## src/rtl/dmem_port_arbiter.sv

```systemverilog
// dmem_port_arbiter: the core load/store path and a DMA/debug port share a
// single-port 32-bit data memory. One access is granted per cycle. The core
// has fixed priority, and a starvation counter guarantees DMA forward progress.
// Read data and error status come back one cycle later on registered outputs.
module dmem_port_arbiter #(
  parameter int DEPTH      = 32,
  parameter int STARVE_MAX = 4
) (
  input  logic        clk,
  input  logic        rst_n,
  input  logic        core_req,
  input  logic        core_we,
  input  logic [31:0] core_addr,
  input  logic [31:0] core_wdata,
  output logic        core_gnt,
  output logic        core_rvalid,
  output logic [31:0] core_rdata,
  output logic        core_err,
  input  logic        dma_req,
  input  logic        dma_we,
  input  logic [31:0] dma_addr,
  input  logic [31:0] dma_wdata,
  output logic        dma_gnt,
  output logic        dma_rvalid,
  output logic [31:0] dma_rdata,
  output logic        dma_err,
  output logic [31:0] mem_addr,
  output logic [31:0] mem_wdata,
  output logic        mem_rw,
  input  logic [31:0] mem_rdata
);

  localparam int                CNT_W   = $clog2(STARVE_MAX + 1);
  localparam logic [CNT_W-1:0]  CNT_MAX = CNT_W'(STARVE_MAX);
  localparam logic [31:0]       DEPTH_W = 32'(DEPTH);

  // Misaligned or beyond the last word: granted but never touches memory.
  function automatic logic addr_bad(input logic [31:0] addr);
    return (addr[1:0] != 2'b00) || ({2'b00, addr[31:2]} >= DEPTH_W);
  endfunction

  logic [CNT_W-1:0] starve_cnt;
  logic             force_dma;
  logic             sel_core;
  logic             sel_dma;
  logic             win_we;
  logic             win_bad;
  logic [31:0]      win_addr;
  logic [31:0]      win_wdata;
  logic [31:0]      rsp_rdata_p0;

  // Stage p0: pick the winner and drive the memory port from its request.
  always_comb begin
    force_dma = dma_req && (starve_cnt == CNT_MAX);
    sel_dma   = force_dma || (dma_req && !core_req);
    sel_core  = core_req && !force_dma;
    win_we    = 1'b0;
    win_addr  = 32'h0;
    win_wdata = 32'h0;
    if (sel_core) begin
      win_we    = core_we;
      win_addr  = core_addr;
      win_wdata = core_wdata;
    end else if (sel_dma) begin
      win_we    = dma_we;
      win_addr  = dma_addr;
      win_wdata = dma_wdata;
    end
    win_bad      = (sel_core || sel_dma) && addr_bad(win_addr);
    rsp_rdata_p0 = (win_we || win_bad) ? 32'h0 : mem_rdata;
    core_gnt     = sel_core;
    dma_gnt      = sel_dma;
    mem_addr     = win_addr;
    mem_wdata    = win_wdata;
    // Writes must never reach memory while reset is held.
    mem_rw       = win_we && !win_bad && rst_n;
  end

  // Count consecutive cycles DMA waits; saturates so DMA is forced through.
  always_ff @(posedge clk or negedge rst_n) begin
    if (!rst_n) begin
      starve_cnt <= '0;
    end else if (!dma_req || sel_dma) begin
      starve_cnt <= '0;
    end else if (starve_cnt != CNT_MAX) begin
      starve_cnt <= starve_cnt + CNT_W'(1);
    end
  end

  // Stage p1: register the response for last cycle's winner; loser holds data.
  always_ff @(posedge clk or negedge rst_n) begin
    if (!rst_n) begin
      core_rvalid <= 1'b0;
      core_rdata  <= 32'h0;
      core_err    <= 1'b0;
      dma_rvalid  <= 1'b0;
      dma_rdata   <= 32'h0;
      dma_err     <= 1'b0;
    end else begin
      core_rvalid <= sel_core;
      dma_rvalid  <= sel_dma;
      if (sel_core) begin
        core_rdata <= rsp_rdata_p0;
        core_err   <= win_bad;
      end
      if (sel_dma) begin
        dma_rdata <= rsp_rdata_p0;
        dma_err   <= win_bad;
      end
    end
  end

endmodule
```

## config.mk

```make
export PLATFORM = sky130hd
export DESIGN_NAME = dmem_port_arbiter
export DESIGN_NICKNAME = d
export VERILOG_FILES = /design/src/rtl/dmem_port_arbiter.sv
export SDC_FILE = /design/constraint.sdc
export NUM_CORES = 1
export LEC_CHECK = 0
export BUFFER_PORTS_ARGS = -buffer_cell sky130_fd_sc_hd__buf_2
export CAP_MARGIN = 20
export CORE_AREA = 5 5 113 115
export CTS_CLUSTER_SIZE = 14
export DETAILED_ROUTE_END_ITERATION = 10
export DIE_AREA = 0 0 118 120
export PLACE_DENSITY = 0.76
export SYNTH_ARGS = -nofsm -noshare
export SYNTH_HDL_FRONTEND = slang
export SYNTH_SLANG_ARGS = --single-unit
```

## constraint.sdc

```tcl
create_clock -name clk -period 2 [get_ports clk]
set_input_delay 0.4 -clock clk [delete_from_list [all_inputs] [get_ports clk]]
set_output_delay 0.4 -clock clk [all_outputs]
set_load 0.01 [all_outputs]
```

======== Word-level counts from Yosys, hierarchy flattened ========
Cells that the tools add are included.
W data, S select, Z words.
operators by class
  $add $sub $neg .......................... 1
  $lt $le $gt $ge ......................... 1
  eq/ne operators ......................... 2
  mux-type cells .......................... 9
  reductions and logical operators ........ 17
operator list
  cell                   number
  $mux W32               5
  $ge A30 B6 Y1 const B  1
  $logic_and A1 B1 Y1    6
  $mux W3                2
  $logic_or A1 B1 Y1     5
  $logic_not A1 Y1       4
  $reduce_bool A2 Y1     2
  $add A3 B1 Y3 const B  1
  $eq A3 B3 Y1 const B   1
  $ne A3 B3 Y1 const B   1
  $mux W1                2
storage, ports and cells
  register bits after elaboration ......... 71
  bits of input ports ..................... 166
  output and inout bits ................... 135

======== Longest topological paths before layout ========
  depth in word-level cells ............... 11
  depth in mapped cells ................... 10
  depth with buffers taken out ............ 7

======== Least setup slack after synthesis ========
Ideal clock, no wire load.
  path kind ............................... register to output
  start point ............................. register starve_cnt[0]
  end point ............................... output mem_rw
  data arrival time ....................... 1.802 ns
  slack ................................... -0.202 ns
  cell stages (with the launch flop) ...... 10
  buffers on the path ..................... 2
  cells stage by stage .................... dfrtp_1 -> inv_1 -> ha_1 -> nand2_1 -> a21bo_1 -> buf_6 -> inv_2 -> a22oi_1 -> buf_2 -> a2111oi_1
between the ends
  cells in the longest elaborated chain, start to end .. 11
RTL lines
  element                                                 line    RTL
  from (decl)                                             42      logic [CNT_W-1:0] starve_cnt;
  from (signal assigned)                                  86      starve_cnt <= starve_cnt + CNT_W'(1);
  $eq A3 B3 Y1 *                                          54      force_dma = dma_req && (starve_cnt == CNT_MAX);
  $logic_and A1 B1 Y1 *                                   54
  $logic_or A1 B1 Y1 or $logic_not A1 Y1 (tied branches)  55, 56
  $mux W32 or $logic_and A1 B1 Y1 (tied branches)         64, 56
  $mux W32                                                60      if (sel_core) begin
  $ge A30 B6 Y1 or $reduce_bool A2 Y1 (tied branches)     39      return (addr[1:0] != 2'b00) || ({2'b00, addr[31:2]} >= DEPTH_W);
  $logic_or A1 B1 Y1                                      39
  $logic_and A1 B1 Y1                                     69      win_bad = (sel_core || sel_dma) && addr_bad(win_addr);
  $logic_not A1 Y1                                        76      mem_rw = win_we && !win_bad && rst_n;
  $logic_and A1 B1 Y1 * (2 in series)                     76
  to (decl)                                               29      output logic mem_rw,
Every way passes the cells marked *; elsewhere a longest branch is shown, timed or not.

======== Final worst setup path ========
  start point ............................. register starve_cnt[1]
  end point ............................... output mem_wdata[12]
between the ends
  cells in the longest elaborated chain, start to end .. 5
RTL lines
  element                                                 line    RTL
  $eq A3 B3 Y1 *                                          54
  $logic_and A1 B1 Y1 *                                   54
  $logic_or A1 B1 Y1 or $logic_not A1 Y1 (tied branches)  55, 56
  $mux W32 or $logic_and A1 B1 Y1 (tied branches)         64, 56
  $mux W32 *                                              60
  to (decl)                                               28      output logic [31:0] mem_wdata,
Marked as above.

==> qor.yml <==
status: "finished with violations"
violations: "negative setup slack"
drt-total-wl_um: 17100
dieArea_mm2: 0.0142
cpPeakStageDelay_ns: 0.36
netlist_instances: 278
yosysMostFrequentCell: "dfrtp_1"
synth_cell_types: 26
gp_congestion: 0.968
end_kind: "output port"
vias: 4269
synth_ff_type: "dfrtp_1"
p_per_area_mw_per_mm2: 624
power.total_mw: 3.85
cts_root_buf: "clkbuf_16"
clk_pin_slew_ns: 0.05
crit_slowest_cell: "dfrtp_1"
slew_headroom_pct: 41.2
yosys.area.top_type: "dfrtp_1"
hold_viol: 0
core_area_mm2: 0.0117
syn_nets: 446
synth.area.top_cells: "dfrtp_1 52%, a32o_1 19%, a22o_1 16%"
ioPinCount: 301
timing.fmax_mhz: 440
cts_buffer_depth: 2
viasPerCell: 5.59
fp.dieH_um: 120
yosysSeqAreaShare_pct: 51.6
timing.critical_path.mode_cell: "buf_6"
start_util_pct: 29.4
arrival_ns: 1.87
critical_path_buf_inv_count: 5
worstSetupStartpointType: "flip-flop"
nets: 780
drt-wirelength-per-cell_um: 22.4
tightest_slew_ns: 0.883
overflow: 0
path_cells: "inv_2, ha_4, nand2_2, a21bo_1, clkinv_4, buf_6, clkbuf_16, a22o_1, buf_6"
grtUsageTotal_pct: 22.0
p_leak_nw: 3.34
regArea_mm2: 0.00178
clk_latency_ns: 0.32
crit_fanout: 9
synth_top_area_share_pct: 51.6
cp.required_ns: 1.60
placement.io_buffers: 300
stdcell_area_mm2: 0.00617
cp_top_family: "buffers and inverters"
path_class: "flip-flop to output port"
synth_edf_count: 0
period_share_pct: 114
drc: 0
cts_tree: "built"
synth_common_cells: "71 x dfrtp_1, 64 x a22o_1, 64 x a32o_1, 14 x clkbuf_1"
drive_above_1_share_pct: 62.5
cts_buffers: 9
first_pass_iters: 5
clock_sinks: 71
holdCritPathClass: "input port to asynchronous set/reset pin"
syn-cell-area_mm2: 0.00344
dp_hpwl_um: 12100
syn_to_final_growth_pct: 79.4
cts_htree_levels: 3
vdd_drop_max_mv: 0.742
finalMaxSlewViolations: 0
multiInputGateArea_mm2: 0.00154
grt_pass1_wl_um: 24600
async_flop_share_pct: 100
antenna_found_initial: 2
fin_util_pct: 52.7
drtAntennaViolNets: 0
setup_viol: 82
grt_max_degree: 72
yosys_warnings: 0
rows: 40
maxCapViolations: 0
syn_avg_cell_area_um2: 12.4
fill_cells: 1046
fin_skew_ns: 0.00335
postPlaceCellArea_mm2: 0.00532
layout_setup_ws_ns: -0.274
grt_pass1_vias: 4344
die_w_um: 118
synth-seq-cells: 71
drt_iter0_drc: 421
fin_crit_ns: 2.27
rsz0062_at_grt: "true"
power breakdown:
part / switching (mW) / leakage [nW] / internal (mW)
Clock: 0.552 / 0.145 / 1.02
Sequential: 0.00177 / 0.978 / 1.44
Combinational: 0.412 / 2.22 / 0.420
worst reg2reg max path, cell delays in order (launching register included):
cell	delay, ns
dfrtp_1	0.36
inv_2	0.06
ha_4	0.16
nand2_2	0.05
a21bo_1	0.17
buf_4	0.39
nor4_4	0.05
buf_4	0.16
bufbuf_16	0.29
a32o_1	0.26
cell usage in the layout (no fill, tap or decap), types with 3 or more instances in the layout:
cell / synthesis / layout
buf_2: 12 / 281
dfrtp_1: 71 / 71
a22o_1: 64 / 64
a32o_1: 64 / 64
buf_4: 3 / 37
buf_6: 4 / 21
clkbuf_16: 0 / 14
nor4_1: 12 / 10
nor2_1: 6 / 6
buf_12: 0 / 5
nand3_1: 3 / 3
nor4_4: 1 / 3
nand2_1: 5 / 3
bufbuf_16: 0 / 3
buf_8: 0 / 3
area by class of cell:
class                           instances  share of cell area [%]
Multi-Input combinational cell        168                    25.0
Clock inverter                          3                   0.689
Sequential cell                        71                    28.8
Timing Repair Buffer                  357                    38.0
Clock buffer                           12                    4.15
Inverter                                5                   0.426
Tap cell                              147                    2.98
Antenna cell                            1                  0.0405
worst paths after layout:
| kind | cells past startpoint | from | slack (ns) | end |
|---|---|---|---|---|
| max | 9 | starve_cnt[1] | -0.27 | mem_wdata[12] |
| min | 2 | rst_n | 0.34 | dma_rdata[31] |
| max reg2reg | 9 | starve_cnt[1] | -0.08 | dma_rdata[29] |
| min reg2reg | 1 | core_rdata[2] | 0.48 | core_rdata[2] |
| max in group asynchronous | 2 | rst_n | 1.08 | dma_rdata[12] |
| min in group clk | 2 | mem_rdata[7] | 0.34 | core_rdata[7] |
per-layer routing:
metal | vias up | routed length (um) | GRT usage (%)
met2 | 280 | 8780 | 38.2
met5 | - | 13 | 0
met4 | 2 | 415 | 7.46
met3 | 34 | 1640 | 7.30
li1 | 1844 | - | -
met1 | 2109 | 6240 | 25.5
stage by stage:
stage / cells / setup slack [ns] / TNS [ns] / hold slack [ns]
after floorplan: 278 / -0.00571 / -0.00571 / 0.104
after global placement: 731 / -0.462 / -6.33 / 0.468
after detailed placement: 731 / -0.427 / -9.45 / 0.475
after CTS: 752 / -0.291 / -17.24 / 0.325
after global routing: 764 / -0.360 / -23.87 / 0.325
final: 764 / -0.274 / -16.20 / 0.338
kinds of logic (layout without fill, tap and decap cells):
logic type / after synthesis / count (layout) / synth area share, %
AOI/OAI and AO/OA: 132 / 132 / 36.0
xor gates and xnor gates: 1 / 1 / 0.254
adders and majority gates: 2 / 2 / 0.727
buffers and inverters: 39 / 377 / 5.89
DFF: 71 / 71 / 51.6
other: 0 / 1 / 0
and+or+nand+nor: 33 / 33 / 5.56
flip-flops by register name (all words and copies together) (netlist names):
register     cells
core_err         1
core_rdata      32
core_rvalid      1
dma_err          1
starve_cnt       3
dma_rdata       32
dma_rvalid       1
timing repair:
action	4_1_cts	5_1_grt
cloned	4	7
hold buffers	0	0
gates resized for setup	40	19
pin swaps	6	10
setup buffers	3	5
setup endpoints to repair	130	132
Power figures use the tool's default switching activity.
